[src/rtl/pipe_ctrl_pkg.sv]
// Shared types for the pipeline sequencing controller: FSM state encoding and register constants.
package pipe_ctrl_pkg;

    typedef enum logic [1:0] {INIT, RUN, MEM_WAIT, FAULT} hz_state_t;

    localparam logic [4:0] REG_ZERO = 5'd0;

endpackage

[src/rtl/hazard_ctrl_perf.sv]
// Saturating performance counters for stall cycles and applied branch flushes.
module hazard_ctrl_perf (
    input  logic        Clock,
    input  logic        nReset,
    input  logic        stall_evt,
    input  logic        flush_evt,
    output logic [31:0] stall_cycles,
    output logic [31:0] flush_count
);

    always_ff @(posedge Clock or negedge nReset) begin
        if (!nReset) begin
            stall_cycles <= '0;
            flush_count  <= '0;
        end else begin
            if (stall_evt && (stall_cycles != 32'hFFFF_FFFF))
                stall_cycles <= stall_cycles + 32'd1;
            if (flush_evt && (flush_count != 32'hFFFF_FFFF))
                flush_count <= flush_count + 32'd1;
        end
    end

endmodule

[src/rtl/hazard_ctrl.sv]
// Pipeline sequencing controller: reset warm-up, load-use stall, branch flush, memory wait with watchdog.
// Optional perf counters are built only when HAZARD_PERF_EN is defined.
module hazard_ctrl
    import pipe_ctrl_pkg::*;
#(
    parameter int RESET_HOLD  = 4,
    parameter int MEM_TIMEOUT = 256
) (
    input  logic        Clock,
    input  logic        nReset,
    input  logic [4:0]  dec_rd,
    input  logic        dec_Rmem,
    input  logic [4:0]  id_addr1,
    input  logic [4:0]  id_addr2,
    input  logic        id_use1,
    input  logic        id_use2,
    input  logic        branch_taken,
    input  logic        mem_req,
    input  logic        mem_ready,
    output logic        pc_en,
    output logic        ifid_en,
    output logic        ifid_flush,
    output logic        dec_flush,
    output logic        pipe_hold,
    output logic        fault,
    output logic [31:0] stall_cycles,
    output logic [31:0] flush_count
);

    localparam logic [31:0] HOLD_LOAD = 32'(RESET_HOLD - 1);
    localparam logic [31:0] WAIT_LOAD = 32'(MEM_TIMEOUT - 2);

    hz_state_t   state, state_nxt;
    logic [31:0] cnt, cnt_nxt;
    logic        load_use;
    logic        run_eval;

    assign load_use = dec_Rmem && (dec_rd != REG_ZERO) &&
                      ((id_use1 && (id_addr1 == dec_rd)) || (id_use2 && (id_addr2 == dec_rd)));

    always_ff @(posedge Clock or negedge nReset) begin
        if (!nReset) begin
            state <= INIT;
            cnt   <= HOLD_LOAD;
        end else begin
            state <= state_nxt;
            cnt   <= cnt_nxt;
        end
    end

    // The counter is shared: warm-up length in INIT, remaining wait budget in MEM_WAIT.
    always_comb begin
        state_nxt  = state;
        cnt_nxt    = cnt;
        pc_en      = 1'b0;
        ifid_en    = 1'b0;
        ifid_flush = 1'b0;
        dec_flush  = 1'b0;
        pipe_hold  = 1'b0;
        fault      = 1'b0;
        run_eval   = 1'b0;

        case (state)
            INIT: begin
                ifid_flush = 1'b1;
                dec_flush  = 1'b1;
                if (cnt == 32'd0)
                    state_nxt = RUN;
                else
                    cnt_nxt = cnt - 32'd1;
            end
            RUN: begin
                if (mem_req && !mem_ready) begin
                    pipe_hold = 1'b1;
                    cnt_nxt   = WAIT_LOAD;
                    state_nxt = MEM_WAIT;
                end else begin
                    run_eval = 1'b1;
                end
            end
            MEM_WAIT: begin
                if (!mem_ready) begin
                    pipe_hold = 1'b1;
                    if (cnt == 32'd0)
                        state_nxt = FAULT;
                    else
                        cnt_nxt = cnt - 32'd1;
                end else begin
                    run_eval  = 1'b1;
                    state_nxt = RUN;
                end
            end
            FAULT: begin
                fault     = 1'b1;
                pipe_hold = 1'b1;
                dec_flush = 1'b1;
            end
            default: state_nxt = INIT;
        endcase

        // A taken branch squashes both younger instructions, so a pending load-use is moot.
        if (run_eval) begin
            if (branch_taken) begin
                pc_en      = 1'b1;
                ifid_en    = 1'b1;
                ifid_flush = 1'b1;
                dec_flush  = 1'b1;
            end else if (load_use) begin
                dec_flush = 1'b1;
            end else begin
                pc_en   = 1'b1;
                ifid_en = 1'b1;
            end
        end
    end

`ifdef HAZARD_PERF_EN
    logic stall_evt, flush_evt;

    // pc_en with ifid_flush only occurs for an applied branch; INIT never raises pc_en.
    assign stall_evt = !pc_en && ((state == RUN) || (state == MEM_WAIT));
    assign flush_evt = pc_en && ifid_flush;

    hazard_ctrl_perf u_perf (
        .Clock        (Clock),
        .nReset       (nReset),
        .stall_evt    (stall_evt),
        .flush_evt    (flush_evt),
        .stall_cycles (stall_cycles),
        .flush_count  (flush_count)
    );
`else
    assign stall_cycles = '0;
    assign flush_count  = '0;
`endif

endmodule

[config.mk]
export PLATFORM = sky130hd
export DESIGN_NAME = hazard_ctrl
export DESIGN_NICKNAME = d
export VERILOG_FILES = /design/src/rtl/pipe_ctrl_pkg.sv /design/src/rtl/hazard_ctrl_perf.sv /design/src/rtl/hazard_ctrl.sv
export SDC_FILE = /design/constraint.sdc
export NUM_CORES = 1
export LEC_CHECK = 0
export CORE_MARGIN = 2
export CORE_UTILIZATION = 41
export DETAILED_ROUTE_END_ITERATION = 8
export PLACE_DENSITY = 0.73
export SKIP_LAST_GASP = 1
export SYNTH_ARGS = -nofsm -noshare
export SYNTH_HDL_FRONTEND = slang
export SYNTH_SLANG_ARGS = --single-unit
export TNS_END_PERCENT = 30
[constraint.sdc]
create_clock -name Clock -period 3.21 [get_ports Clock]
set_input_delay 0.963 -clock Clock [delete_from_list [all_inputs] [get_ports Clock]]
set_output_delay 0.963 -clock Clock [all_outputs]
set_load 0.005 [all_outputs]
==> metrics.txt, run 1 <==
# TYPE chip_impl_metric gauge
chip_impl_metric{name="core",unit="mm²"} 0.00646
chip_impl_metric{name="syn_to_final_growth",unit="%"} 11.0
chip_impl_metric{name="worst_ir_drop_vdd",unit="mV"} 0.220
chip_impl_metric{name="setup_viol",unit=""} 3
chip_impl_metric{name="worst-path-max-fanout",unit=""} 2
chip_impl_metric{name="post_synth_inst_count",unit=""} 328
chip_impl_metric{name="via_count_of_the_first_global_routing_pass",unit=""} 2080
chip_impl_metric{name="gpl.final_weighted_congestion",unit=""} 0.903
chip_impl_metric{name="fmax",unit="MHz"} 300
chip_impl_metric{name="initial_utilization",unit="%"} 42.9
chip_impl_metric{name="worst_case_setup_margin_in_the_final_layout",unit="ns"} -0.120
chip_impl_metric{name="synth-seq-cells",unit=""} 34
chip_impl_metric{name="skew",unit="ns"} 0.00534
chip_impl_metric{name="floorplan.die_area",unit="mm²"} 0.00743
chip_impl_metric{name="synth-edff-count",unit=""} 0
chip_impl_metric{name="timing_worst_slew_pin_value",unit="ns"} 0.489
chip_impl_metric{name="final_layout_size_suffix_gt1_share",unit="%"} 12.6
chip_impl_info{name="grt_setup_unrepaired",value="true"} 1
chip_impl_metric{name="dieWidth",unit="µm"} 86.2
chip_impl_metric{name="routedWlPerCell",unit="µm"} 12.7
chip_impl_metric{name="totalWireLength",unit="µm"} 5600
chip_impl_info{name="cts_tree",value="done"} 1
chip_impl_metric{name="vias",unit=""} 2251
chip_impl_metric{name="grt_first_pass_wirelength",unit="µm"} 9030
chip_impl_metric{name="antenna_violations_before_repair",unit=""} 0
chip_impl_info{name="post-synth-top-area-cell",value="sky130_fd_sc_hd__dfrtp_1"} 1
chip_impl_metric{name="dpl-instance-area",unit="mm²"} 0.00294
chip_impl_metric{name="tritoncts_num_sinks",unit=""} 34
chip_impl_metric{name="drt_first_iter_violations",unit=""} 119
chip_impl_metric{name="fin_crit_sh",unit="%"} 104
chip_impl_info{name="synth.most_common_cell",value="sky130_fd_sc_hd__buf_4"} 1
chip_impl_metric{name="cts_inserted_buffers",unit=""} 5
chip_impl_metric{name="clk-insertion-delay-late",unit="ns"} 0.29
chip_impl_metric{name="drv_slew",unit=""} 0
chip_impl_metric{name="min_clock_period_post_route",unit="ns"} 3.33
chip_impl_metric{name="cts.clk_slew.worst_paths",unit="ns"} 0.06
chip_impl_metric{name="globalRoute.totalOverflow",unit=""} 0
chip_impl_metric{name="average_footprint_of_a_synthesized_cell",unit="µm²"} 8.45
chip_impl_metric{name="drt_pre_antenna_iters",unit=""} 6
chip_impl_metric{name="power",unit="W"} 0.00174
chip_impl_metric{name="antenna_cells",unit=""} 0
chip_impl_metric{name="synthDistinctLibCells",unit=""} 47
chip_impl_metric{name="post_drt_via_cell_ratio",unit=""} 5.10
chip_impl_metric{name="hold_viol_final",unit=""} 0
chip_impl_metric{name="chipHeight",unit="µm"} 86.2
chip_impl_metric{name="postLayoutCoreUtil",unit="%"} 47.6
chip_impl_info{name="synth.cells.most_frequent",value="sky130_fd_sc_hd__buf_4, sky130_fd_sc_hd__nor2_1, sky130_fd_sc_hd__dfrtp_1, sky130_fd_sc_hd__nand2_1, sky130_fd_sc_hd__nor4_1"} 1
chip_impl_metric{name="pin_count",unit=""} 93
chip_impl_metric{name="final_nets",unit=""} 393
chip_impl_metric{name="placement.io_buffers",unit=""} 28
chip_impl_info{name="failing_checks",value="setup timing"} 1
chip_impl_metric{name="worst_ep_required_time",unit="ns"} 2.25
chip_impl_metric{name="grt_start_max_net_pins",unit=""} 35
chip_impl_info{name="hold_path.class",value="reg -> reg"} 1
chip_impl_metric{name="gr-usage-all-layers",unit="%"} 14.9
chip_impl_metric{name="final_cell_area",unit="mm²"} 0.00308
chip_impl_info{name="clock-root-buffer",value="sky130_fd_sc_hd__clkbuf_8"} 1
chip_impl_info{name="end_kind",value="output port"} 1
chip_impl_info{name="worst-setup-path-type",value="in -> out"} 1
chip_impl_metric{name="dp_slack",unit="ns"} -0.772
chip_impl_metric{name="dpl.hpwl",unit="µm"} 4150
chip_impl_metric{name="antenna_violating_nets_post_route",unit=""} 0
chip_impl_metric{name="detail_route.drc_violations",unit=""} 0
chip_impl_metric{name="slew_headroom",unit="%"} 67.2
chip_impl_metric{name="synth.yosys.seq_area_share",unit="%"} 30.8
chip_impl_metric{name="rows",unit=""} 29
chip_impl_info{name="status",value="finished with violations"} 1
chip_impl_info{name="post_synth_main_area_contributors",value="sky130_fd_sc_hd__dfrtp_1, sky130_fd_sc_hd__buf_4, sky130_fd_sc_hd__xnor2_1"} 1
chip_impl_metric{name="ctsHtreeMaxLevel",unit=""} 2
chip_impl_metric{name="drv_cap",unit=""} 0
chip_impl_metric{name="fraction_of_registers_with_async_set_reset",unit="%"} 100
chip_impl_metric{name="power.static_leakage",unit="nW"} 1.50
chip_impl_metric{name="power-per-cell-area",unit="mW/mm²"} 565
chip_impl_metric{name="holdWs",unit="ns"} 0.501
chip_impl_metric{name="synthesis.yosys.warnings",unit=""} 0
chip_impl_metric{name="post_synth_design_cell_area",unit="mm²"} 0.00277
chip_impl_metric{name="cts-root-to-sink-buffers",unit=""} 2
chip_impl_info{name="critPathLaunchType",value="primary input"} 1
chip_impl_metric{name="post-synth-top-area-fraction",unit="%"} 28.9
chip_impl_info{name="ys_dominant_reg_cell",value="sky130_fd_sc_hd__dfrtp_1"} 1
chip_impl_metric{name="timing.critical_path.arrival",unit="ns"} 2.37
## layout by cell type, fill, tap and decap left out, types with 2 or more instances in the layout
cell                              count
sky130_fd_sc_hd__o41ai_1              2
sky130_fd_sc_hd__buf_2                3
sky130_fd_sc_hd__buf_4               11
sky130_fd_sc_hd__dlymetal6s2s_1       6
sky130_fd_sc_hd__xor2_2               2
sky130_fd_sc_hd__nor4_2               3
sky130_fd_sc_hd__nor2_1              34
sky130_fd_sc_hd__or2_2                4
sky130_fd_sc_hd__clkbuf_8             8
sky130_fd_sc_hd__and3_1               2
sky130_fd_sc_hd__mux2i_1              5
sky130_fd_sc_hd__xnor2_1             16
sky130_fd_sc_hd__a21oi_1              9
sky130_fd_sc_hd__dlygate4sd2_1        5
sky130_fd_sc_hd__nand3_1              3
sky130_fd_sc_hd__or3_1               15
sky130_fd_sc_hd__ha_1                 7
sky130_fd_sc_hd__nand4_1              5
sky130_fd_sc_hd__xor2_1               6
sky130_fd_sc_hd__dfrtp_1             32
sky130_fd_sc_hd__nor4_1              18
sky130_fd_sc_hd__dfstp_2              2
sky130_fd_sc_hd__or4_4                3
sky130_fd_sc_hd__o211ai_1             2
sky130_fd_sc_hd__clkdlybuf4s50_1     12
sky130_fd_sc_hd__o21ai_0             14
sky130_fd_sc_hd__conb_1              64
sky130_fd_sc_hd__clkbuf_2             2
sky130_fd_sc_hd__nand2b_1             3
sky130_fd_sc_hd__nor2b_1              2
sky130_fd_sc_hd__nand2_1             20
sky130_fd_sc_hd__a21o_1               2
sky130_fd_sc_hd__or4_1                3
sky130_fd_sc_hd__inv_1                8
sky130_fd_sc_hd__nor3_1              12
## critical path, stage by stage
cell                              delay (ns)
sky130_fd_sc_hd__clkdlybuf4s50_1        0.49
sky130_fd_sc_hd__xor2_1                 0.16
sky130_fd_sc_hd__nor4_1                 0.06
sky130_fd_sc_hd__and3_1                 0.16
sky130_fd_sc_hd__o221a_4                0.23
sky130_fd_sc_hd__o21ai_2                0.11
sky130_fd_sc_hd__nand2_1                0.06
sky130_fd_sc_hd__buf_2                  0.13
## stage by stage
stage | instances | TNS (ns)
2_1_floorplan | 391 | 0
3_3_place_gp | 433 | -2.34
3_5_place_dp | 433 | -2.51
4_1_cts | 441 | -0.577
5_1_grt | 441 | -0.523
6_report | 441 | -0.327
## what timing repair did
action                     in CTS  in global routing
setup endpoints to repair       5                  5
gates cloned                    0                  0
gates resized for setup        22                 16
setup buffers                   0                  0
hold buffers                    0                  0
pin swaps                       3                  6
## state kept, by name (all words and copies together), names as in the netlist
signal / cells
state: 2
cnt: 32
## power by group
| part | internal [W] | leakage, nW | switching, W |
|---|---|---|---|
| Clock | 0.000217 | 0.0575 | 0.000151 |
| Combinational | 0.000315 | 1.01 | 0.000484 |
| Sequential | 0.000498 | 0.436 | 0.0000748 |
| Total | 0.00103 | 1.50 | 0.000710 |
## worst paths after layout
check | start | end | slack [ns] | depth (start not counted)
setup / recovery | id_addr1[1] | dec_flush | -0.12 | 8
hold reg to reg | cnt[0] | cnt[0] | 0.50 | 1
min in group asynchronous | nReset | cnt[14] | 1.08 | 2
max in group asynchronous | nReset | cnt[1] | 1.79 | 2
setup reg to reg | cnt[16] | cnt[22] | 0.48 | 7
hold / removal | cnt[0] | cnt[0] | 0.50 | 1
## layout make-up
| type | count | area [µm²] |
|---|---|---|
| clock buffers | 8 | 110 |
| inverters | 8 | 30.0 |
| multi-input cells | 274 | 1630 |
| fillers | 651 | 3380 |
| repair buffers | 40 | 358 |
| well taps | 77 | 96.3 |
| flip-flops and latches | 34 | 853 |
## cells by family (layout without fill, tap and decap cells)
logic type,Yosys count,count (layout),share of synthesized area (%)
buffers and inverters,83,56,20.5
muxes,5,5,1.81
xor gates and xnor gates,24,24,7.58
and+or+nand+nor,134,134,27.0
other,1,64,0.135
DFF,34,34,30.8
AOI/OAI and AO/OA,40,40,9.03
adders and majority gates,7,7,3.16
## routing by layer
metal  wire length (µm)  up-vias  global-route usage (%)  share of wire [%]
met5                  0        -                       0                  0
met4                 37        0                    2.98               0.66
met3                413        5                    5.33                7.4
met2               2780       82                    24.8                 50
met1               2370     1084                    18.7                 42
li1                   -     1080                       -                  -
No activity file was read; power rests on OpenSTA's default activity.
==> run 2, diff against run 1 <==
--- a/config.mk
+++ b/config.mk
@@ -9,7 +9,6 @@
 export CORE_UTILIZATION = 41
 export DETAILED_ROUTE_END_ITERATION = 8
 export PLACE_DENSITY = 0.73
-export SKIP_LAST_GASP = 1
 export SYNTH_ARGS = -nofsm -noshare
 export SYNTH_HDL_FRONTEND = slang
 export SYNTH_SLANG_ARGS = --single-unit
==> run 2 against run 1 <==
Effect of this change:
- the run now ends clean
- first-iteration DRC count shrank 3.4%
- sequential cell count is the same
- die area is the same
- via count shrank 1.4%
- global-route usage is the same
- non-clock buffer count is the same
- core utilization shrank 0.058 points
- register-to-register slack is essentially flat
- design area shrank 0.12%
- cell count is the same
- power shrank 0.23%
- critical path type unchanged
- critical endpoint unchanged
- highest routed layer unchanged
==> metrics.txt, run 2 (same netlist as run 1, synthesis figures left out) <==
# TYPE chip_impl_metric gauge
chip_impl_info{name="status",value="finished, final reports clean"} 1
chip_impl_info{name="hold_path.class",value="reg -> reg"} 1
chip_impl_metric{name="gr-usage-all-layers",unit="%"} 14.9
chip_impl_metric{name="drt_first_iter_violations",unit=""} 115
chip_impl_metric{name="chipHeight",unit="µm"} 86.2
chip_impl_metric{name="worst_ir_drop_vdd",unit="mV"} 0.218
chip_impl_metric{name="vias",unit=""} 2220
chip_impl_metric{name="reg2reg_setup_slack",unit="ns"} 0.49
chip_impl_metric{name="post-cts-setup-buffers",unit=""} 0
chip_impl_metric{name="hold_viol_final",unit=""} 0
chip_impl_metric{name="antenna_cells",unit=""} 0
chip_impl_info{name="cts_tree",value="done"} 1
chip_impl_metric{name="syn_to_final_growth",unit="%"} 10.8
chip_impl_metric{name="placement.io_buffers",unit=""} 28
chip_impl_metric{name="pin_count",unit=""} 93
chip_impl_metric{name="final_layout_size_suffix_gt1_share",unit="%"} 13.5
chip_impl_metric{name="ff2ff_path_depth",unit=""} 7
chip_impl_metric{name="via_count_of_the_first_global_routing_pass",unit=""} 2065
chip_impl_metric{name="totalWireLength",unit="µm"} 5550
chip_impl_metric{name="power-per-cell-area",unit="mW/mm²"} 565
chip_impl_metric{name="post_drt_via_cell_ratio",unit=""} 5.03
chip_impl_metric{name="floorplan.die_area",unit="mm²"} 0.00743
chip_impl_metric{name="cts-root-to-sink-buffers",unit=""} 2
chip_impl_metric{name="antenna_violations_before_repair",unit=""} 0
chip_impl_metric{name="power",unit="W"} 0.00173
chip_impl_metric{name="gpl.final_weighted_congestion",unit=""} 0.903
chip_impl_metric{name="drv_slew",unit=""} 0
chip_impl_metric{name="min_clock_period_post_route",unit="ns"} 3.16
chip_impl_info{name="biggestRegsByFlops",value="cnt (32), state (2)"} 1
chip_impl_metric{name="final_nets",unit=""} 393
chip_impl_info{name="global_route.peak_usage_layer",value="met2"} 1
chip_impl_info{name="clock-root-buffer",value="sky130_fd_sc_hd__clkbuf_8"} 1
chip_impl_metric{name="final_cell_count_no_fill",unit=""} 441
chip_impl_metric{name="cts_inserted_buffers",unit=""} 5
chip_impl_info{name="worst-setup-path-type",value="in -> out"} 1
chip_impl_info{name="registers.top_by_ff_count",value="cnt"} 1
chip_impl_metric{name="antenna_violating_nets_post_route",unit=""} 0
chip_impl_info{name="critPathLaunch",value="dec_rd[1]"} 1
chip_impl_info{name="critPathLaunchType",value="primary input"} 1
chip_impl_metric{name="clk-insertion-delay-late",unit="ns"} 0.29
chip_impl_metric{name="core",unit="mm²"} 0.00646
chip_impl_metric{name="grt_use_met2",unit="%"} 24.7
chip_impl_metric{name="skew",unit="ns"} 0.00426
chip_impl_info{name="most_frequent_standard_cell_in_the_layout_excluding_fill_and_tap_cells",value="sky130_fd_sc_hd__conb_1"} 1
chip_impl_metric{name="dpl.hpwl",unit="µm"} 4150
chip_impl_metric{name="grt_first_pass_wirelength",unit="µm"} 9030
chip_impl_metric{name="fin_crit_sh",unit="%"} 98.3
chip_impl_info{name="crit_end",value="dec_flush"} 1
chip_impl_metric{name="tritoncts_num_sinks",unit=""} 34
chip_impl_metric{name="setup_viol",unit=""} 0
chip_impl_metric{name="fmax",unit="MHz"} 317
chip_impl_metric{name="drv_cap",unit=""} 0
chip_impl_info{name="rr_startpoint",value="cnt[16]"} 1
chip_impl_metric{name="largest_register_ff_count",unit=""} 32
chip_impl_metric{name="grt_start_max_net_pins",unit=""} 35
chip_impl_metric{name="dp.cells",unit=""} 433
chip_impl_metric{name="worst_ep_required_time",unit="ns"} 2.25
chip_impl_info{name="end_kind",value="output port"} 1
chip_impl_metric{name="cts.clk_slew.worst_paths",unit="ns"} 0.06
chip_impl_metric{name="grt_util_met3",unit="%"} 5.33
chip_impl_metric{name="holdWs",unit="ns"} 0.501
chip_impl_metric{name="rows",unit=""} 29
chip_impl_metric{name="globalRoute.totalOverflow",unit=""} 0
chip_impl_metric{name="met1_usage_in_global_routing",unit="%"} 18.8
chip_impl_metric{name="worst_case_setup_margin_in_the_final_layout",unit="ns"} 0.0533
chip_impl_info{name="final_cell_mix",value="sky130_fd_sc_hd__conb_1, sky130_fd_sc_hd__nor2_1, sky130_fd_sc_hd__dfrtp_1"} 1
chip_impl_metric{name="dp_slack",unit="ns"} -0.772
chip_impl_metric{name="dieWidth",unit="µm"} 86.2
chip_impl_metric{name="ctsHtreeMaxLevel",unit=""} 2
chip_impl_metric{name="worst-path-max-fanout",unit=""} 3
chip_impl_metric{name="fillers",unit=""} 648
chip_impl_metric{name="timing.critical_path.arrival",unit="ns"} 2.19
chip_impl_metric{name="power.static_leakage",unit="nW"} 1.51
chip_impl_metric{name="routedWlPerCell",unit="µm"} 12.6
chip_impl_metric{name="initial_utilization",unit="%"} 42.9
chip_impl_info{name="reg2reg_to",value="cnt[22]"} 1
chip_impl_metric{name="drt_pre_antenna_iters",unit=""} 6
chip_impl_metric{name="detail_route.drc_violations",unit=""} 0
chip_impl_info{name="grt_setup_unrepaired",value="true"} 1
[run 2: changes by cell type in the layout (fill, tap and decap cells not counted), sizes merged]
cell,before,now
clkdlybuf4s50,12,7
clkdlybuf4s15,0,3
clkbuf,10,12
dlygate4sd2,5,3
buf,15,16
dlymetal6s2s,6,7
[run 2: routing by layer]
layer | share of wire [%] | wire length [µm] | vias up
met3 | 7.3 | 406 | 8
met1 | 43 | 2360 | 1045
met4 | 0.97 | 54 | 0
met2 | 49 | 2720 | 88
met5 | 0 | 0 | -
li1 | - | - | 1079
[run 2: what timing repair did]
item                       4_1_cts  5_1_grt
setup endpoints to repair        5        4
pin swaps                        6        9
hold buffers                     0        0
gates resized for setup         27       29
[run 2: worst min-delay path by stage]
stage / from / endpoint / slack [ns] / cells past startpoint
6_report: cnt[0] / cnt[0] / 0.50 / 1
5_1_grt: cnt[0] / cnt[0] / 0.53 / 1
4_1_cts: cnt[0] / cnt[0] / 0.50 / 1
3_5_place_dp: cnt[0] / cnt[0] / 0.49 / 1
3_3_place_gp: cnt[3] / cnt[3] / 0.48 / 2
2_1_floorplan: cnt[3] / cnt[3] / 0.47 / 2
[run 2: area by class of cell]
cell class | instances | area, µm² | area share, %
Clock buffer | 8 | 110 | 3.58
Inverter | 8 | 30.0 | 0.978
Multi-Input combinational cell | 274 | 1630 | 53.0
Sequential cell | 34 | 853 | 27.8
Tap cell | 77 | 96.3 | 3.14
Timing Repair Buffer | 40 | 354 | 11.5
[run 2: where the power goes]
group	total, W	switching, W	internal (W)
Clock	0.000369	0.000153	0.000217
Combinational	0.000794	0.000481	0.000313
Sequential	0.000572	0.0000740	0.000498
[run 2: stage by stage]
| stage | setup TNS, ns | util (%) | cell area (µm²) |
|---|---|---|---|
| 6_report | 0 | 47.6 | 3070 |
| 3_3_place_gp | -2.34 | 45.5 | 2940 |
| 2_1_floorplan | 0 | - | 3010 |
| 5_1_grt | -0.0299 | 47.6 | 3070 |
| 3_5_place_dp | -2.51 | 45.5 | 2940 |
| 4_1_cts | -0.332 | 46.9 | 3030 |
[run 2: worst max-delay path: stages]
cell and delay, ns:
sky130_fd_sc_hd__buf_6 0.10, sky130_fd_sc_hd__or4_4 0.54, sky130_fd_sc_hd__o221a_4 0.29, sky130_fd_sc_hd__o21ai_2 0.12, sky130_fd_sc_hd__nand2_1 0.05, sky130_fd_sc_hd__buf_2 0.12
==> run 3, diff against run 2 <==
--- a/config.mk
+++ b/config.mk
@@ -9,6 +9,7 @@
 export CORE_UTILIZATION = 41
 export DETAILED_ROUTE_END_ITERATION = 8
 export PLACE_DENSITY = 0.73
+export SETUP_SLACK_MARGIN = 0.15
 export SYNTH_ARGS = -nofsm -noshare
 export SYNTH_HDL_FRONTEND = slang
 export SYNTH_SLANG_ARGS = --single-unit
==> run 3 against run 2 <==
Effect of this change:
- clock skew is essentially flat
- sequential power barely moved
- largest cell class unchanged
- first-iteration DRC count did not move
==> metrics.txt, run 3 (same netlist as run 1, synthesis figures left out) <==
# TYPE chip_impl_metric gauge
chip_impl_metric{name="dpl.hpwl",unit="µm"} 4150
chip_impl_info{name="registers.top_by_ff_count",value="cnt"} 1
chip_impl_metric{name="vias",unit=""} 2215
chip_impl_metric{name="post_drt_via_cell_ratio",unit=""} 5.02
chip_impl_metric{name="rows",unit=""} 29
chip_impl_info{name="final_cell_mix",value="sky130_fd_sc_hd__conb_1, sky130_fd_sc_hd__nor2_1, sky130_fd_sc_hd__dfrtp_1"} 1
chip_impl_info{name="critPathLaunchType",value="primary input"} 1
chip_impl_metric{name="drv_slew",unit=""} 0
chip_impl_metric{name="fillers",unit=""} 650
chip_impl_metric{name="met1_usage_in_global_routing",unit="%"} 19.3
chip_impl_metric{name="grt_use_met2",unit="%"} 25.0
chip_impl_info{name="most_frequent_standard_cell_in_the_layout_excluding_fill_and_tap_cells",value="sky130_fd_sc_hd__conb_1"} 1
chip_impl_metric{name="core",unit="mm²"} 0.00646
chip_impl_info{name="global_route.peak_usage_layer",value="met2"} 1
chip_impl_metric{name="antenna_cells",unit=""} 0
chip_impl_metric{name="dieWidth",unit="µm"} 86.2
chip_impl_metric{name="dpl-instance-area",unit="mm²"} 0.00294
chip_impl_metric{name="gpl.final_weighted_congestion",unit=""} 0.903
chip_impl_metric{name="totalWireLength",unit="µm"} 5450
chip_impl_metric{name="cts.clk_slew.worst_paths",unit="ns"} 0.07
chip_impl_info{name="hold_path.class",value="reg -> reg"} 1
chip_impl_metric{name="worst-path-max-fanout",unit=""} 3
chip_impl_metric{name="timing.critical_path.arrival",unit="ns"} 2.19
chip_impl_metric{name="hold_viol_final",unit=""} 0
chip_impl_metric{name="antenna_violations_before_repair",unit=""} 0
chip_impl_metric{name="antenna_violating_nets_post_route",unit=""} 0
chip_impl_metric{name="final_layout_size_suffix_gt1_share",unit="%"} 13.5
chip_impl_metric{name="routedWlPerCell",unit="µm"} 12.4
chip_impl_metric{name="largest_register_ff_count",unit=""} 32
chip_impl_metric{name="placement.io_buffers",unit=""} 28
chip_impl_metric{name="chipHeight",unit="µm"} 86.2
chip_impl_metric{name="power-per-cell-area",unit="mW/mm²"} 572
chip_impl_metric{name="power.static_leakage",unit="nW"} 1.45
chip_impl_metric{name="min_clock_period_post_route",unit="ns"} 3.15
chip_impl_metric{name="drt_first_iter_violations",unit=""} 115
chip_impl_metric{name="clk-insertion-delay-late",unit="ns"} 0.29
chip_impl_metric{name="via_count_of_the_first_global_routing_pass",unit=""} 2089
chip_impl_metric{name="final_cell_area",unit="mm²"} 0.00304
chip_impl_metric{name="fin_crit_sh",unit="%"} 98.2
chip_impl_metric{name="skew",unit="ns"} 0.00430
chip_impl_info{name="worst-setup-path-type",value="in -> out"} 1
chip_impl_metric{name="seq_area",unit="µm²"} 853
chip_impl_metric{name="final_nets",unit=""} 393
chip_impl_metric{name="grt_first_pass_wirelength",unit="µm"} 9220
chip_impl_info{name="biggestRegsByFlops",value="cnt (32), state (2)"} 1
chip_impl_info{name="cts_tree",value="done"} 1
chip_impl_metric{name="grt_start_max_net_pins",unit=""} 35
chip_impl_info{name="grt_setup_unrepaired",value="true"} 1
chip_impl_metric{name="area_taken_by_multi_input_logic_gates",unit="mm²"} 0.00161
chip_impl_metric{name="gr-usage-all-layers",unit="%"} 15.1
chip_impl_metric{name="cts-root-to-sink-buffers",unit=""} 2
chip_impl_metric{name="grt_util_met3",unit="%"} 5.33
chip_impl_metric{name="fmax",unit="MHz"} 317
chip_impl_info{name="end_kind",value="output port"} 1
chip_impl_metric{name="globalRoute.totalOverflow",unit=""} 0
chip_impl_metric{name="ctsHtreeMaxLevel",unit=""} 2
chip_impl_metric{name="cts_inserted_buffers",unit=""} 5
chip_impl_metric{name="detail_route.drc_violations",unit=""} 0
chip_impl_info{name="clock-root-buffer",value="sky130_fd_sc_hd__clkbuf_8"} 1
chip_impl_metric{name="floorplan.die_area",unit="mm²"} 0.00743
chip_impl_metric{name="worst_ir_drop_vdd",unit="mV"} 0.218
chip_impl_metric{name="holdWs",unit="ns"} 0.502
chip_impl_metric{name="drv_cap",unit=""} 0
chip_impl_metric{name="tritoncts_num_sinks",unit=""} 34
chip_impl_metric{name="initial_utilization",unit="%"} 42.9
chip_impl_metric{name="worst_ep_required_time",unit="ns"} 2.25
chip_impl_metric{name="drt_pre_antenna_iters",unit=""} 6
chip_impl_metric{name="syn_to_final_growth",unit="%"} 9.71
chip_impl_metric{name="setup_viol",unit=""} 0
chip_impl_metric{name="pin_count",unit=""} 93
chip_impl_info{name="status",value="finished, final reports clean"} 1
[run 3: repair_timing]
item	4_1_cts	5_1_grt
buffers inserted	0	0
resized for setup	53	11
endpoints found under the setup margin	5	5
pin swaps	8	9
hold buffers	0	0
[run 3: power breakdown]
part	internal, W	switching, W
registers	0.000498	0.0000746
logic	0.000315	0.000482
clock network	0.000217	0.000153
total	0.00103	0.000709
[run 3: through the flow]
step	setup TNS (ns)	power, W	setup WS, ns	cells	utilization, %
2_1_floorplan	0	0.00116	0.159	391	-
3_3_place_gp	-2.34	0.00138	-0.711	433	45.5
3_5_place_dp	-2.51	0.00140	-0.772	433	45.5
4_1_cts	0	0.00174	0.00616	441	46.8
5_1_grt	0	0.00188	0.0124	441	47.1
6_report	0	0.00174	0.0592	441	47.1
[run 3: worst max-delay path, cell delays in order]
cell and delay, ns:
sky130_fd_sc_hd__buf_8 0.10, sky130_fd_sc_hd__or4_4 0.53, sky130_fd_sc_hd__o221a_4 0.28, sky130_fd_sc_hd__o21ai_2 0.13, sky130_fd_sc_hd__nand2_1 0.06, sky130_fd_sc_hd__buf_2 0.12
[run 3: cell type report]
class,instances,area share (%)
Multi-Input combinational cell,274,53.0
Sequential cell,34,28.1
Timing Repair Buffer,40,11.1
Clock buffer,8,3.62
Tap cell,77,3.17
Inverter,8,0.988
[run 3: routing by layer]
metal | up-vias | share of wire, %
met2 | 81 | 49
met3 | 5 | 7.2
met1 | 1049 | 43
met4 | 0 | 0.68
li1 | 1080 | -
met5 | - | 0
[run 3: final timing paths]
check	start	to	slack [ns]	cells past startpoint
worst max-delay path	dec_rd[1]	dec_flush	0.06	6
max in group asynchronous	nReset	cnt[1]	1.79	2
worst min register to register	cnt[0]	cnt[0]	0.50	1
worst min-delay path	cnt[0]	cnt[0]	0.50	1
min in group asynchronous	nReset	cnt[14]	1.08	2
worst max register to register	cnt[16]	cnt[22]	0.48	7
